$ cat config.mk
export PLATFORM = sky130hd
export DESIGN_NAME = deserializer_unit_cell_16
export DESIGN_NICKNAME = d
export VERILOG_FILES = /design/src/rtl/deserializer_unit_cell_16.sv
export SDC_FILE = /design/constraint.sdc
export NUM_CORES = 1
export LEC_CHECK = 0
export BUFFER_PORTS_ARGS = -buffer_cell sky130_fd_sc_hd__buf_2
export CAP_MARGIN = 25
export CORE_MARGIN = 4
export CORE_UTILIZATION = 59
export CTS_CLUSTER_DIAMETER = 40
export CTS_CLUSTER_SIZE = 40
export DETAILED_ROUTE_END_ITERATION = 6
export GPL_ROUTABILITY_DRIVEN = 0
export PLACE_DENSITY = 0.81
export SLEW_MARGIN = 20
export SYNTH_ARGS = -nofsm -noshare
export SYNTH_HDL_FRONTEND = slang
export SYNTH_SLANG_ARGS = --single-unit
export TNS_END_PERCENT = 100
$ cat constraint.sdc
create_clock -name clk -period 2.7 [get_ports clk]
set_input_delay 0.135 -clock clk [delete_from_list [all_inputs] [get_ports clk]]
set_output_delay 0.135 -clock clk [all_outputs]
set_load 0.02 [all_outputs]
$ cat src/rtl/deserializer_unit_cell_16.sv
// Serial-to-parallel deserializer with sync-word framing.
// Hunts for SYNC_WORD bit by bit, then emits FRAME_WORDS data words per frame
// and checks the sync word at every frame boundary. MISS_LIMIT consecutive bad
// sync words drop lock; a single miss is flywheeled with framing retained.
module deserializer_unit_cell_16 #(
    parameter logic [15:0] SYNC_WORD   = 16'hA5C3,
    parameter int          FRAME_WORDS = 4,
    parameter int          MISS_LIMIT  = 2
) (
    input  logic        clk,
    input  logic        reset,
    input  logic        serial_in,
    output logic [15:0] par_out,
    output logic        par_valid,
    output logic        locked,
    output logic        sync_err,
    output logic [7:0]  err_cnt
);

    localparam logic [7:0] LAST_WORD = 8'(FRAME_WORDS - 1);
    localparam logic [4:0] MISS_LIM  = 5'(MISS_LIMIT);

    typedef enum logic [1:0] {HUNT, DATA, CHECK} state_t;

    state_t      state, state_nxt;
    logic [15:0] sr;
    logic [15:0] nxt_word;
    logic [3:0]  bit_cnt, bit_cnt_nxt;
    logic [7:0]  word_cnt, word_cnt_nxt;
    logic [3:0]  miss_cnt, miss_cnt_nxt;
    logic        boundary;
    logic        sync_hit;
    logic        load_word;
    logic        sync_miss;

    // Shift register contents after this cycle's bit lands (LSB first on line).
    assign nxt_word = {serial_in, sr[15:1]};
    assign boundary = (bit_cnt == 4'd15);
    assign sync_hit = (nxt_word == SYNC_WORD);

    // Next-state and counter decode; CHECK only compares at its word boundary,
    // so a failed check word can never re-match in HUNT on the same cycle.
    always_comb begin
        state_nxt    = state;
        bit_cnt_nxt  = bit_cnt + 4'd1;
        word_cnt_nxt = word_cnt;
        miss_cnt_nxt = miss_cnt;
        load_word    = 1'b0;
        sync_miss    = 1'b0;
        case (state)
            HUNT: begin
                bit_cnt_nxt = 4'd0;
                if (sync_hit) begin
                    state_nxt    = DATA;
                    word_cnt_nxt = 8'd0;
                    miss_cnt_nxt = 4'd0;
                end
            end
            DATA: begin
                if (boundary) begin
                    load_word = 1'b1;
                    if (word_cnt == LAST_WORD) begin
                        state_nxt    = CHECK;
                        word_cnt_nxt = 8'd0;
                    end else begin
                        word_cnt_nxt = word_cnt + 8'd1;
                    end
                end
            end
            CHECK: begin
                if (boundary) begin
                    if (sync_hit) begin
                        miss_cnt_nxt = 4'd0;
                        state_nxt    = DATA;
                    end else begin
                        sync_miss    = 1'b1;
                        miss_cnt_nxt = miss_cnt + 4'd1;
                        if (({1'b0, miss_cnt} + 5'd1) == MISS_LIM)
                            state_nxt = HUNT;
                        else
                            state_nxt = DATA;
                    end
                end
            end
            default: state_nxt = HUNT;
        endcase
    end

    // All registered state and outputs; reset wins over every update.
    always_ff @(posedge clk) begin
        if (reset) begin
            state     <= HUNT;
            sr        <= 16'h0000;
            bit_cnt   <= 4'd0;
            word_cnt  <= 8'd0;
            miss_cnt  <= 4'd0;
            par_out   <= 16'h0000;
            par_valid <= 1'b0;
            locked    <= 1'b0;
            sync_err  <= 1'b0;
            err_cnt   <= 8'd0;
        end else begin
            state     <= state_nxt;
            sr        <= nxt_word;
            bit_cnt   <= bit_cnt_nxt;
            word_cnt  <= word_cnt_nxt;
            miss_cnt  <= miss_cnt_nxt;
            par_valid <= load_word;
            sync_err  <= sync_miss;
            locked    <= (state_nxt != HUNT);
            if (load_word)
                par_out <= nxt_word;
            if (sync_miss && (err_cnt != 8'hFF))
                err_cnt <= err_cnt + 8'd1;
        end
    end

endmodule

==> flow_summary_export.csv <==
group,metric,value,unit
clock_tree,clock_latency,330,ps
setup_path,cp_data_arrival_time,2250,ps
setup_path,crit_family,"simple AND/OR/NAND/NOR gates",
sta,setup_slack,704.8,ps
logic_synthesis,synth_simple_gate_area_frac,0.2862,
sta,slew-limit-headroom,0.4557,
logic_synthesis,yosysWarnings,0,
sta,fin_crit,1995,ps
logic_synthesis,syn_inst,280,
final_layout,fin_cells,359,
logic_synthesis,synth_top_area_frac,0.4795,
logic_synthesis,synth.mux.area_fraction,0.004496,
placed_design,post-place-ws,723.7,ps
final_layout,antennaDiodeCount,0,
logic_synthesis,syn-num-nets,288,
setup_path,path_buf_inv,0,
setup_path,critPathMaxStageDelay,530,ps
global_route,gr-usage-all-layers,0.2101,
routing,drtPass1Iterations,4,
clock_tree,numCtsBuffers,9,
floorplanning,start_util,0.6173,
final_layout,syn_to_final_growth,14.39,%
logic_synthesis,netlist_area,0.002505,sq mm
setup_path,cp_max_fo,13,
routing,route.detailed.drc,0,
logic_synthesis,ys.flop_type,"dfxtp_1",
power_and_ir_drop,irDropWorstVdd,0.4375,mV
clock_tree,cts_tree,"built",
floorplanning,die-height,73.16,um
logic_synthesis,synth_compound_area_frac,0.1399,
logic_synthesis,ys_seq_area_frac,0.4795,
logic_synthesis,synth_xor_area_frac,0.02448,
setup_path,critPathSlowestCell,"or4_1",
routing,postRouteAntennaNets,0,
setup_path,cp-end-kind,"register",
sta,fin_skew,9.361,ps
worst_hold_path,hp-class,"input pin to register",
logic_synthesis,synth_edf_count,0,
routing,vias,2051,
clock_tree,cts_setup_buffers,0,
clock_tree,cts_resized,0,
logic_synthesis,synthTopCellsByArea,"dfxtp_1, nand2_1, a21oi_1",
power_and_ir_drop,power_leakage,0.001101,uW
setup_path,crit_type,"register to register",
routing,wl_per_cell,13.94,um
clock_tree,cts_buffer_depth,2,
final_layout,drive_above_1_share,0.1780,
sta,hold_viol,0,
routing,drt_iter0_drc,200,
logic_synthesis,async_reset_ff_frac,0,
setup_path,required,2950,ps
global_route,grt_pass1_wl,8.694,mm
global_route,grt_pass1_vias,1927,
routing,vias_per_cell,5.713,
global_route,gr-total-overflow,0,
logic_synthesis,syn_avg_cell_area,8.946,sq um
clock_tree,cts_root_buffer,"clkbuf_8",
clock_tree,hold_buffers,0,
logic_synthesis,synth_top_family_by_area,"simple AND/OR/NAND/NOR gates",
logic_synthesis,synth-adder-area-share,0.02498,
run_status,status,"completed",
global_route,antenna_found_initial,0,
routing,drt_wl_total,5.004,mm
final_layout,layout.nets,313,
sta,rsz0062_at_grt,"false",
floorplanning,die_w,73.16,um
sta,finalMaxSlewViolations,0,
power_and_ir_drop,pwr_density_cell,632.2,mW/mm^2
clock_tree,clock_sinks,60,
sta,finalSetupViolCount,0,
logic_synthesis,ys_ff_latch,60,
floorplanning,dieArea,0.005352,sq mm
setup_path,start_kind,"register",
clock_tree,htreeDepth,3,
logic_synthesis,yosysTopAreaCell,"dfxtp_1",
placed_design,place_inst,344,
setup_path,path_cells,"ha_1 > and3_1 > o211ai_2 > or4_1 > a21oi_1",
floorplanning,rows,23,
sta,worst_pin_slew,815.5,ps
placed_design,dp_hpwl,3.229,mm
sta,tns,0,ps
floorplanning,io-pin-count,30,
global_route,grt_start_max_net_pins,33,
sta,clock.fmax,501.2,MHz
floorplanning,core,0.004058,sq mm
clock_tree,path_clk_slew,70,ps
logic_synthesis,netlist-cell-type-count,46,
placed_design,portBuffers,29,
sta,min_period_over_period,0.7390,
flow_run,maxCapViolations,0,
==> final cells by class <==
type                       count  area [sq um]
multi-input combinational    199          1202
timing repair buffer          31         160.2
fill                         334          1192
tap                           50         62.56
sequential                    60          1201
clock buffer                  11         151.4
clock inverter                 4         72.57
inverter                       4         15.01
==> final timing paths <==
kind                   start          to  slack [ps]  cells past startpoint
setup / recovery  bit_cnt[0]  err_cnt[3]         700                      5
hold / removal     serial_in      sr[15]          60                      2
hold reg to reg   bit_cnt[0]  bit_cnt[0]         450                      1
setup reg to reg  bit_cnt[0]  err_cnt[3]         700                      5
==> worst register-to-register path: stages, from the launching register on <==
cell and delay [ps]:
dfxtp_1 350, ha_1 220, and3_1 380, o211ai_2 290, or4_1 530, a21oi_1 150
==> kinds of logic after synthesis <==
group	count (synthesis)
simple gates	132
flops	60
compound gates	54
buf+inv	21
xor+xnor	7
fa+ha+maj	5
mux	1
==> flip-flops by register name (all words and copies together), names as in the netlist <==
register,count
bit_cnt,4
err_cnt,8
locked,1
miss_cnt,4
par_out,16
par_valid,1
sr,15
state,2
sync_err,1
word_cnt,8
==> cell usage after synthesis (5+ instances only) <==
master,count
nand2_1,40
o211ai_1,5
buf_2,6
nor2_1,13
ha_1,5
o31ai_1,6
clkbuf_1,8
a21oi_1,27
nand3_1,12
nand2b_1,5
dfxtp_1,60
nor2b_1,18
or4_1,6
nand4_1,6
nor3_1,9
==> placed cells by master (no fill, tap or decap), types with 3 or more instances in the layout <==
cell type	Yosys	layout
and4_1	3	3
o31ai_1	6	6
buf_2	6	29
o211ai_1	5	5
a21oi_1	27	27
nand2b_1	5	5
xor2_1	3	3
clkbuf_8	0	11
nand3_1	12	12
or3_1	3	3
inv_1	4	4
o21ai_0	4	4
nor2b_1	18	18
nand4_1	6	6
ha_1	5	5
or4_1	6	6
nor2_1	13	13
xnor2_1	4	4
dfxtp_1	60	60
nand2_1	40	40
nor3_1	9	9
==> through the flow <==
stage	util	area [sq um]	total power, uW	hold WS (ps)
6_report	0.7061	2865	1811	57.72
5_1_grt	0.7061	2865	1867	58.31
4_1_cts	0.7061	2865	1821	47.29
3_5_place_dp	0.6509	2641	930.0	394.4
3_3_place_gp	0.6509	2641	929.8	381.8
2_1_floorplan	-	2505	924.0	263.2
==> report_power, final <==
group | switching (uW) | total (uW) | leakage (uW) | internal (uW)
combinational | 16.2 | 21.4 | 0.000506 | 5.25
sequential | 1.40 | 889 | 0.000484 | 887
clock | 338 | 901 | 0.000111 | 563
total | 356 | 1810 | 0.00110 | 1460
==> per-layer routing <==
layer | global-route usage | vias up | share of wire
met5 | 0 | - | 0
met4 | 0.07582 | 0 | 0.0072
met3 | 0.07163 | 4 | 0.039
met2 | 0.3555 | 34 | 0.49
met1 | 0.2448 | 982 | 0.46
li1 | - | 1031 | -
No activity file was read; power rests on OpenSTA's default activity.
